<file path="src/rtl/countdown_timer.sv">
// Loadable down-counter timer with start/stop control and a one-cycle terminal-count pulse.
// Optional auto-reload mode (port auto_rld_i) is enabled by defining COUNTDOWN_TIMER_AUTORELOAD_EN.
module countdown_timer #(
  parameter int WIDTH = 8
) (
  input  logic             clk_i,
  input  logic             rst_ni,
  input  logic             ld_i,
  input  logic [WIDTH-1:0] ld_cnt_i,
  input  logic             start_i,
  input  logic             stop_i,
  input  logic             ena_cnt_i,
`ifdef COUNTDOWN_TIMER_AUTORELOAD_EN
  input  logic             auto_rld_i,
`endif
  output logic [WIDTH-1:0] cnt_o,
  output logic             busy_o,
  output logic             tc_o,
  output logic             done_o
);

  localparam logic [1:0] ST_IDLE = 2'd0;
  localparam logic [1:0] ST_RUN  = 2'd1;
  localparam logic [1:0] ST_DONE = 2'd2;

  localparam logic [WIDTH-1:0] CNT_ZERO = {WIDTH{1'b0}};
  localparam logic [WIDTH-1:0] CNT_ONE  = WIDTH'(1);

  logic [1:0]       state_r;
  logic [1:0]       state_s;
  logic [WIDTH-1:0] cnt_r;
  logic [WIDTH-1:0] cnt_s;
  logic [WIDTH-1:0] reload_r;
  logic [WIDTH-1:0] reload_s;
  logic             tc_r;
  logic             tc_s;
  logic             busy_r;
  logic             done_r;
  logic             auto_s;

`ifdef COUNTDOWN_TIMER_AUTORELOAD_EN
  assign auto_s = auto_rld_i;
`else
  assign auto_s = 1'b0;
`endif

  // Next-state, next-count and terminal-pulse decode; ld > stop > start > ena.
  always_comb begin
    state_s  = state_r;
    cnt_s    = cnt_r;
    reload_s = reload_r;
    tc_s     = 1'b0;
    if (ld_i) begin
      cnt_s    = ld_cnt_i;
      reload_s = ld_cnt_i;
      state_s  = ST_IDLE;
    end else begin
      case (state_r)
        ST_IDLE: begin
          if (stop_i) begin
            state_s = ST_IDLE;
          end else if (start_i) begin
            if (cnt_r != CNT_ZERO) begin
              state_s = ST_RUN;
            end else begin
              state_s = ST_DONE;
              tc_s    = 1'b1;
            end
          end else begin
            state_s = ST_IDLE;
          end
        end
        ST_RUN: begin
          if (stop_i) begin
            state_s = ST_IDLE;
          end else if (ena_cnt_i) begin
            if (cnt_r > CNT_ONE) begin
              cnt_s = cnt_r - CNT_ONE;
            end else if (cnt_r == CNT_ONE) begin
              tc_s = 1'b1;
              // A zero reload cannot sustain a run, so it falls through to DONE.
              if (auto_s && (reload_r != CNT_ZERO)) begin
                cnt_s = reload_r;
              end else begin
                cnt_s   = CNT_ZERO;
                state_s = ST_DONE;
              end
            end else begin
              cnt_s = CNT_ZERO;
            end
          end else begin
            cnt_s = cnt_r;
          end
        end
        ST_DONE: begin
          if (stop_i) begin
            state_s = ST_IDLE;
          end else if (start_i) begin
            cnt_s = reload_r;
            if (reload_r != CNT_ZERO) begin
              state_s = ST_RUN;
            end else begin
              state_s = ST_DONE;
              tc_s    = 1'b1;
            end
          end else begin
            state_s = ST_DONE;
          end
        end
        default: begin
          state_s = ST_IDLE;
          cnt_s   = CNT_ZERO;
        end
      endcase
    end
  end

  // State, count, reload value and registered status outputs.
  always_ff @(posedge clk_i or negedge rst_ni) begin
    if (!rst_ni) begin
      state_r  <= ST_IDLE;
      cnt_r    <= CNT_ZERO;
      reload_r <= CNT_ZERO;
      tc_r     <= 1'b0;
      busy_r   <= 1'b0;
      done_r   <= 1'b0;
    end else begin
      state_r  <= state_s;
      cnt_r    <= cnt_s;
      reload_r <= reload_s;
      tc_r     <= tc_s;
      busy_r   <= (state_s == ST_RUN);
      done_r   <= (state_s == ST_DONE);
    end
  end

  assign cnt_o  = cnt_r;
  assign busy_o = busy_r;
  assign tc_o   = tc_r;
  assign done_o = done_r;

endmodule

</file>
<file path="config.mk">
export PLATFORM = sky130hd
export DESIGN_NAME = countdown_timer
export DESIGN_NICKNAME = d
export VERILOG_FILES = /design/src/rtl/countdown_timer.sv
export SDC_FILE = /design/constraint.sdc
export NUM_CORES = 1
export LEC_CHECK = 0
export ABC_CLOCK_PERIOD_IN_PS = 1800
export CAP_MARGIN = 20
export CORE_MARGIN = 3
export CORE_UTILIZATION = 35
export DETAILED_ROUTE_END_ITERATION = 16
export GPL_TIMING_DRIVEN = 0
export SYNTH_ARGS = -nofsm -noshare
export SYNTH_HDL_FRONTEND = slang
export SYNTH_SLANG_ARGS = --single-unit
</file>
<file path="constraint.sdc">
create_clock -name clk_i -period 1.8 [get_ports clk_i]
set_input_delay 0.54 -clock clk_i [delete_from_list [all_inputs] [get_ports clk_i]]
set_output_delay 0.54 -clock clk_i [all_outputs]
set_load 0.02 [all_outputs]
</file>
==> results.cfg, run 1 <==
[timing]
max_freq_ghz = 0.525
fin_skew_ns = 0.00292
fin_hold_ws_ns = 0.532
fin_ws_ns = -0.104
period_needed_ns = 1.90
hold_violations = 0
tns_ns = -0.551
rsz0062_at_grt = true
period_share = 1.06
max_slew_margin = 0.390
drv_slew = 0
finalSetupViolCount = 8
worst_pin_slew_ns = 0.912

[final_layout]
diodes = 0
design_area_sq_um = 1860
drive_gt1_frac = 0.329
area_delta_synth_final_pct = 43.0
multi_input_area_sq_um = 833
nFillCells = 329
fin_nets = 194
regArea_sq_um = 534

[worst_hold_path]
hp-class = register to register

[power]
vdd_drop_max_uv = 258
clkPwrFrac = 0.265
leakage_nw = 0.764
swShare = 0.307
power.switching_mw = 0.363
seq_power_share = 0.466
p_comb_frac = 0.268
p_per_area_nw_per_um2 = 635
p_int_mw = 0.820

[route]
avgRoutedWirePerCell_microns = 15.9
drt-total-wl_mm = 3.49
detail_route.iter0.violations = 90
vias_per_cell = 5.61
drc = 0
ant_nets = 0
first_pass_iters = 4
vias = 1229

[clocking]
cts_buffer_depth = 2
clkLatencyLatePin_ns = 0.26
cts.sinks = 21
ctsHoldBuffers = 0
cts_root_buffer = clkbuf_8
clk_pin_slew_ns = 0.08
cts_buffers = 3
cts_tree = done
htree_levels = 1

[floorplanning]
dieArea_sq_um = 4490
start_util = 0.376
die_w_microns = 67.0
die_h_microns = 67.0
ios = 25
design.core.area_sq_um = 3470
rows = 21

[setup_path]
cp_data_arrival_time_ns = 2.05
slowest_delay_ns = 0.52
path_cells = or4_4 > o41ai_4 > buf_6 > a22oi_1 > a221o_1
crit_path_end_kind = register
cp.required_ns = 1.95
critPathKind = register to register
crit_fanout = 7
cp-start-kind = register
cp_slowest_cell = or4_4

[synthesis]
ys_seq_area_frac = 0.403
ys_warn_count = 0
yosys-top-cells-area = dfrtp_1, ha_1, mux2_2
ys_seq_elements = 21
synthDominantCellAreaShare = 0.403
synth_edf_count = 0
synth_cells = 132
synthesis.area_sq_um = 1300
synth-main-ff-cell = dfrtp_1
syn_nets = 152
synth_largest_area_cell = dfrtp_1
synthDistinctLibCells = 36
async_reset_ff_frac = 1.00
syn_area_per_cell_sq_um = 9.88

[run_status]
violations = negative setup slack
status = finished, violations left

[grt]
first_global_vias = 1143
track_usage = 0.163
grt_overflow_total = 0
grt_max_degree = 22
grt_pass1_wl_mm = 5.60
antenna_found_initial = 0

[place]
routabilityCongestion = 0.911
pre_cts_ws_ns = -0.773
io_buffers = 24
dp_hpwl_mm = 2.52
place_area_sq_um = 1610

[flow_run]
maxCapViolations = 0
==> flip-flops by register name (all words and copies together), names as in the netlist <==
register,count
cnt_o,8
reload_r,8
state_r,2
busy_o,1
done_o,1
tc_o,1
==> per-stage QoR <==
stage,utilization,cells,power (mW)
floorplan,-,132,0.708
global placement,0.465,202,0.827
detailed placement,0.465,202,0.833
CTS,0.511,216,1.17
global route,0.538,219,1.24
finish,0.538,219,1.18
==> power groups by stage <==
stage               registers (mW)  clock network, mW  logic (mW)
global placement             0.561                  0       0.266
floorplan                    0.574                  0       0.134
global route                 0.557              0.341       0.344
detailed placement           0.564                  0       0.270
CTS                          0.550              0.320       0.302
finish                       0.552              0.314       0.318
==> cell type report <==
| class | instances | share of cell area |
|---|---|---|
| inverters | 8 | 0.0161 |
| clock buffers | 4 | 0.0242 |
| plain buffers | 5 | 0.0148 |
| multi-input cells | 98 | 0.447 |
| repair buffers | 37 | 0.181 |
| well taps | 46 | 0.0309 |
| flip-flops and latches | 21 | 0.287 |
==> worst max-delay path, delay by kind of cell, from the launching register on <==
| family | cells | cell delay, ns |
|---|---|---|
| AOI/OAI and AO/OA | 3 | 0.63 |
| and+or+nand+nor | 1 | 0.52 |
| DFF | 1 | 0.46 |
| buffers and inverters | 1 | 0.18 |
==> cells by family (layout without fill, tap and decap cells) <==
family / Yosys count / in the layout / synth area share
XOR/XNOR: 2 / 2 / 0.0134
AO/OA/AOI/OAI: 37 / 37 / 0.234
adder cells (fa/ha/maj): 6 / 6 / 0.0576
multiplexers: 6 / 6 / 0.0518
buffers and inverters: 13 / 54 / 0.0374
AND/OR/NAND/NOR: 47 / 47 / 0.202
flip-flops: 21 / 21 / 0.403
==> repair_timing <==
| item | CTS | global route |
|---|---|---|
| resized for setup | 22 | 27 |
| setup endpoints to repair | 17 | 16 |
| endpoints found under the hold margin | 0 | 0 |
| pin swaps | 7 | 6 |
| setup buffers | 10 | 3 |
==> cell usage after synthesis (all sizes together) (2+ instances only) <==
library cell	count
nand2b	2
a21boi	3
ha	6
a221o	6
a31oi	2
or4	4
mux2	6
and4	2
a22oi	2
nand3	2
and2	6
nand4	2
dfrtp	21
nor3	3
nor4	3
inv	8
nand2	9
o21ai	9
clkbuf	5
o2111ai	2
o211ai	5
nor2	7
o31a	3
nor2b	4
and3	2
==> placed cells by master, fill, tap and decap left out, types with 2 or more instances in the layout <==
| cell type | n |
|---|---|
| buf_4 | 11 |
| nor4_2 | 2 |
| dfrtp_2 | 7 |
| a21boi_0 | 2 |
| o21ai_1 | 3 |
| nor2b_1 | 3 |
| o211ai_1 | 5 |
| a31oi_1 | 2 |
| or4_1 | 3 |
| and3_1 | 2 |
| and4_1 | 2 |
| nand2_1 | 9 |
| inv_2 | 2 |
| nor2_4 | 2 |
| o21ai_0 | 5 |
| dfrtp_1 | 14 |
| clkbuf_2 | 5 |
| nand4_1 | 2 |
| ha_1 | 3 |
| buf_6 | 2 |
| o31a_1 | 3 |
| mux2_2 | 6 |
| dlymetal6s2s_1 | 2 |
| and2_1 | 5 |
| nor3_1 | 3 |
| a221o_1 | 6 |
| clkdlybuf4s50_1 | 13 |
| inv_1 | 6 |
| dlygate4sd2_1 | 7 |
| nor2_1 | 4 |
| clkbuf_8 | 3 |
| ha_2 | 2 |
==> path summary, 6_finish.rpt <==
kind	end	start	depth (start not counted)	slack [ns]
min in group asynchronous	tc_o$_DFF_PN0_	rst_ni	1	0.79
worst min-delay path	reload_r[1]$_DFFE_PN0P_	reload_r[1]$_DFFE_PN0P_	1	0.53
worst max register to register	cnt_o[5]$_DFFE_PN0P_	cnt_o[5]$_DFFE_PN0P_	5	-0.10
worst min register to register	reload_r[1]$_DFFE_PN0P_	reload_r[1]$_DFFE_PN0P_	1	0.53
max in group asynchronous	cnt_o[0]$_DFFE_PN0P_	rst_ni	1	0.40
worst max-delay path	cnt_o[5]$_DFFE_PN0P_	cnt_o[5]$_DFFE_PN0P_	5	-0.10
==> metal layers <==
layer / up-vias / wire (microns) / GRT usage
met1: 592 / 1560 / 0.224
met4: 0 / 47 / 0.0430
met3: 10 / 219 / 0.0304
met2: 47 / 1660 / 0.261
met5: - / 0 / 0
li1: 580 / - / -
Power figures use the tool's default switching activity.
==> inputs of run 2 (changes only) <==
Settings changed: CORE_MARGIN 3 to 2, RECOVER_POWER set to 50, SLEW_MARGIN set to 15.
==> run 2 against run 1 <==
Net effect: the flow still finishes with violations (negative setup slack); critical path type unchanged; maximum frequency barely moved; combinational power rose by 8.8%; via count rose by 2.4%.
==> results.cfg, run 2 (same netlist as run 1, synthesis figures left out) <==
[route]
ant_nets = 0
vias_per_cell = 5.55
detail_route.iter0.violations = 81
drc = 0
first_pass_iters = 4
vias = 1259
avgRoutedWirePerCell_microns = 16.4
drt-total-wl_mm = 3.73

[power]
vdd_drop_max_uv = 254
total_power_mw = 1.21
p_per_area_nw_per_um2 = 635
leakage_nw = 0.781

[final_layout]
fin_nets = 200
area_delta_synth_final_pct = 46.4
mostFrequentLayoutCells = buf_4, dfrtp_1, clkdlybuf4s50_1
final_common_cell = buf_4
design_area_sq_um = 1910
drive_gt1_frac = 0.346
final_cell_count_no_fill = 227
diodes = 0
post-route-util = 0.525

[floorplanning]
die_w_microns = 65.0
design.core.area_sq_um = 3630
die_h_microns = 65.0
start_util = 0.359
ios = 25
rows = 22
dieArea_sq_um = 4230

[timing]
max_slew_margin = 0.349
period_needed_ns = 1.90
period_share = 1.06
fin_skew_ns = 0.00119
fin_hold_ws_ns = 0.543
fin_ws_ns = -0.103
drv_slew = 0
rsz0062_at_grt = true
worst_pin_slew_ns = 0.973
tns_ns = -0.625
hold_violations = 0
max_freq_ghz = 0.525
finalSetupViolCount = 9

[setup_path]
r2r_slack_ns = -0.10
critPathKind = register to register
reg2regPathDepth = 5
cp-start-kind = register
cp-startpoint = cnt_o[7]$_DFFE_PN0P_
reg2reg_from = cnt_o[7]$_DFFE_PN0P_
r2r_end = cnt_o[2]$_DFFE_PN0P_
cp_data_arrival_time_ns = 2.05
crit_fanout = 7
cp.required_ns = 1.95
endpoint = cnt_o[2]$_DFFE_PN0P_
crit_path_end_kind = register

[run_status]
violations = negative setup slack
status = finished, violations left

[grt]
grt_max_degree = 22
track_usage = 0.175
antenna_found_initial = 0
grt_pass1_wl_mm = 5.57
grt_overflow_total = 0
first_global_vias = 1155

[clocking]
cts_root_buffer = clkbuf_8
ctsHoldBuffers = 0
cts_tree = done
cts.sinks = 21
cts_buffers = 3
clkLatencyLatePin_ns = 0.27
htree_levels = 1
clk_pin_slew_ns = 0.08
cts_buffer_depth = 2

[place]
pre_cts_ws_ns = -0.808
dp_hpwl_mm = 2.45
dp_cells = 204
io_buffers = 24
routabilityCongestion = 0.922
place_area_sq_um = 1620

[flow_run]
maxCapViolations = 0

[worst_hold_path]
hp-class = register to register
-- run 2: routing by layer --
layer | vias up | GRT usage | part of all wire
met4 | 0 | 0.0885 | 0.018
met1 | 612 | 0.245 | 0.47
met2 | 47 | 0.263 | 0.47
li1 | 595 | - | -
met5 | - | 0 | 0
met3 | 5 | 0.0243 | 0.043
-- run 2: final cells by class --
| cell class | count | area (sq um) |
|---|---|---|
| plain buffers | 5 | 25.0 |
| clock buffers | 3 | 41.3 |
| clock inverters | 1 | 5.00 |
| fillers | 319 | 1730 |
| inverters | 8 | 32.5 |
| multi-input cells | 98 | 841 |
| flip-flops and latches | 21 | 533 |
| well taps | 48 | 60.1 |
| repair buffers | 43 | 370 |
-- run 2: worst min path at each step --
stage	start	endpoint	slack, ns	depth (start not counted)
floorplan	rst_ni	busy_o$_DFF_PN0_	0.24	0
finish	reload_r[2]$_DFFE_PN0P_	reload_r[2]$_DFFE_PN0P_	0.54	1
global placement	reload_r[2]$_DFFE_PN0P_	reload_r[2]$_DFFE_PN0P_	0.52	1
global route	reload_r[1]$_DFFE_PN0P_	reload_r[1]$_DFFE_PN0P_	0.56	1
detailed placement	reload_r[1]$_DFFE_PN0P_	reload_r[1]$_DFFE_PN0P_	0.53	1
CTS	reload_r[1]$_DFFE_PN0P_	reload_r[1]$_DFFE_PN0P_	0.55	1
-- run 2: timing repair --
action,in CTS,in global routing
gates resized for setup,18,32
setup buffers,8,12
setup endpoints to repair,17,17
pin swaps,5,14
-- run 2: power breakdown --
| group | switching (mW) | internal, mW | leakage, nW |
|---|---|---|---|
| sequential | 0.0393 | 0.511 | 0.255 |
| clock | 0.162 | 0.155 | 0.0255 |
| combinational | 0.178 | 0.168 | 0.501 |
-- run 2: worst max-delay path, cell delays in order (launching register included) --
cell	delay (ns)
dfrtp_2	0.41
or4_4	0.56
o41ai_4	0.23
buf_6	0.19
o21ai_2	0.05
a221o_1	0.34
==> inputs of run 3 (changes only) <==
--- a/config.mk
+++ b/config.mk
@@ -6,4 +6,5 @@
 export NUM_CORES = 1
 export LEC_CHECK = 0
+export ABC_AREA = 1
 export ABC_CLOCK_PERIOD_IN_PS = 1800
 export CAP_MARGIN = 20
==> constraint.sdc (replaced) <==
create_clock -name clk_i -period 1.8 [get_ports clk_i]
set_input_delay 0.54 -clock clk_i [delete_from_list [all_inputs] [get_ports clk_i]]
set_output_delay 0.54 -clock clk_i [all_outputs]
set_load 0.01 [all_outputs]
==> run 3 against run 2 <==
Net effect: the flow now finishes without violations; sequential cell count stayed put; cell count is 15% higher; worst setup slack better by 0.14 ns; register-to-register slack better by 0.35 ns; sequential share of layout area is 1.7 points higher; first-iteration DRC count is 16% lower; final area is 7.2% lower; non-clock buffer count is 17 lower; clock skew is 0.0021 ns higher; wire length is 15% lower; critical endpoint is now cnt_o[2].
==> results.cfg, run 3 <==
[synthesis]
ys_seq_elements = 21
syn_area_per_cell_sq_um = 7.71
synth-main-ff-cell = dfrtp_1
yosys-top-cells-area = dfrtp_1, nand2_1, inv_1
synth_largest_area_cell = dfrtp_1
ys_warn_count = 0
ys_seq_area_frac = 0.383
synthDominantCellAreaShare = 0.383
synth.most_common_cell = nand2_1
syn_nets = 198
synth_cells = 178
synth_edf_count = 0
async_reset_ff_frac = 1.00
synthesis.area_sq_um = 1370
synthDistinctLibCells = 27
synth_commonest_cells = nand2_1, inv_1, dfrtp_1

[setup_path]
crit_fanout = 3
reg2regPathDepth = 8
cp_num_buf_inv = 1
cp_slowest_cell = clkdlybuf4s50_1
crit_path_end_kind = primary output
path_cells = clkdlybuf4s50_1
slowest_delay_ns = 0.56
cp_data_arrival_time_ns = 1.22
cp.required_ns = 1.26
cp-start-kind = register
path_delay_family = buffers and inverters
worst-path-stages = 1
critPathKind = register to primary output

[clocking]
clk_pin_slew_ns = 0.08
cts_buffer_depth = 2
cts_root_buffer = clkbuf_8
clkLatencyLatePin_ns = 0.26
cts.sinks = 21
ctsHoldBuffers = 0
htree_levels = 1
cts_tree = done
cts_buffers = 3

[power]
p_per_area_nw_per_um2 = 652
total_power_mw = 1.15
leakage_nw = 0.867
vdd_drop_max_uv = 287

[timing]
rsz0062_at_grt = false
finalSetupViolCount = 0
drv_slew = 0
max_slew_margin = 0.655
hold_violations = 0
fin_skew_ns = 0.00325
max_freq_ghz = 0.567
worst_pin_slew_ns = 0.516
period_share = 0.980
period_needed_ns = 1.76

[final_layout]
mostFrequentLayoutCells = nand2_1, inv_1, dfrtp_1, clkdlybuf4s50_1, o21ai_0
regArea_sq_um = 526
fin_nets = 233
multi_input_area_sq_um = 726
area_delta_synth_final_pct = 29.0
final_common_cell = nand2_1
drive_gt1_frac = 0.184
diodes = 0
nFillCells = 392
post-route-util = 0.476

[route]
wl_met1_mm = 1.55
drc = 0
first_pass_iters = 4
drt-total-wl_mm = 3.16
vias = 1199
detail_route.iter0.violations = 68
route.met3.wl_microns = 136
vias_per_cell = 4.61
routed.top_layer = met4
wl_met2_mm = 1.43
ant_nets = 0
avgRoutedWirePerCell_microns = 12.1

[run_status]
status = complete, no violations

[floorplanning]
die_h_microns = 66.6
rows = 22
ios = 25
design.core.area_sq_um = 3720
start_util = 0.369
dieArea_sq_um = 4440
die_w_microns = 66.6

[worst_hold_path]
min_path_cells = 2
hp-class = register to register

[grt]
grt_pass1_wl_mm = 5.55
track_usage = 0.165
grt_max_degree = 22
grt_overflow_total = 0
antenna_found_initial = 0
first_global_vias = 1192

[place]
io_buffers = 24
routabilityCongestion = 0.794
dp_hpwl_mm = 2.48

[flow_run]
maxCapViolations = 0
-- run 3: cell count changes after synthesis, moves of 6 or more --
cell,change
nand2_1,+37
inv_1,+15
o21ai_0,+9
mux2_2,-6
nand2_2,+6
a221o_1,-6
inv_2,+7
-- run 3: per-layer routing --
layer / global-route usage / vias up
met1: 0.232 / 537
li1: - / 628
met5: 0 / -
met2: 0.261 / 30
met3: 0.0203 / 4
met4: 0.0536 / 0
-- run 3: report_power, final --
group | switching, mW | internal (mW) | total, mW
Combinational | 0.173 | 0.136 | 0.309
Sequential | 0.0246 | 0.507 | 0.531
Clock | 0.161 | 0.154 | 0.315
Total | 0.358 | 0.797 | 1.15
-- run 3: worst paths after layout --
| kind | start | end | slack (ns) |
|---|---|---|---|
| max | cnt_o[2]$_DFFE_PN0P_ | cnt_o[2] | 0.04 |
| min | reload_r[7]$_DFFE_PN0P_ | reload_r[7]$_DFFE_PN0P_ | 0.52 |
| max reg2reg | state_r[0]$_DFF_PN0_ | cnt_o[4]$_DFFE_PN0P_ | 0.25 |
| min reg2reg | reload_r[7]$_DFFE_PN0P_ | reload_r[7]$_DFFE_PN0P_ | 0.52 |
| max in group asynchronous | rst_ni | cnt_o[5]$_DFFE_PN0P_ | 0.28 |
| min in group asynchronous | rst_ni | tc_o$_DFF_PN0_ | 0.68 |
-- run 3: kinds of logic (layout without fill, tap and decap cells) --
family | count (synthesis) | after routing | share of synthesized area
AND/OR/NAND/NOR | 86 | 86 | 0.332
buffers and inverters | 32 | 66 | 0.0884
AO/OA/AOI/OAI | 29 | 29 | 0.117
flip-flops | 21 | 21 | 0.383
adder cells (fa/ha/maj) | 6 | 6 | 0.0547
XOR/XNOR | 4 | 4 | 0.0255
-- run 3: metrics by stage --
step	worst slack [ns]	hold WS, ns	cells	TNS [ns]	area, sq um
after global placement	-0.194	0.491	250	-1.37	1670
after floorplan	0.412	0.244	178	0	1370
after CTS	0.00317	0.521	255	0	1730
final	0.0355	0.518	260	0	1770
after detailed placement	-0.178	0.503	250	-1.35	1670
after global routing	0.00146	0.534	260	0	1770
-- run 3: final cells by class --
type,count,area share
buffer,1,0.00283
sequential,21,0.297
tap,48,0.0339
multi-input combinational,125,0.410
inverter,31,0.0664
clock buffer,3,0.0233
timing repair buffer,30,0.164
clock inverter,1,0.00283
-- run 3: repair_timing --
| action | in CTS | in global routing |
|---|---|---|
| setup buffers | 1 | 4 |
| resized for setup | 0 | 4 |
| endpoints found under the setup margin | 1 | 7 |
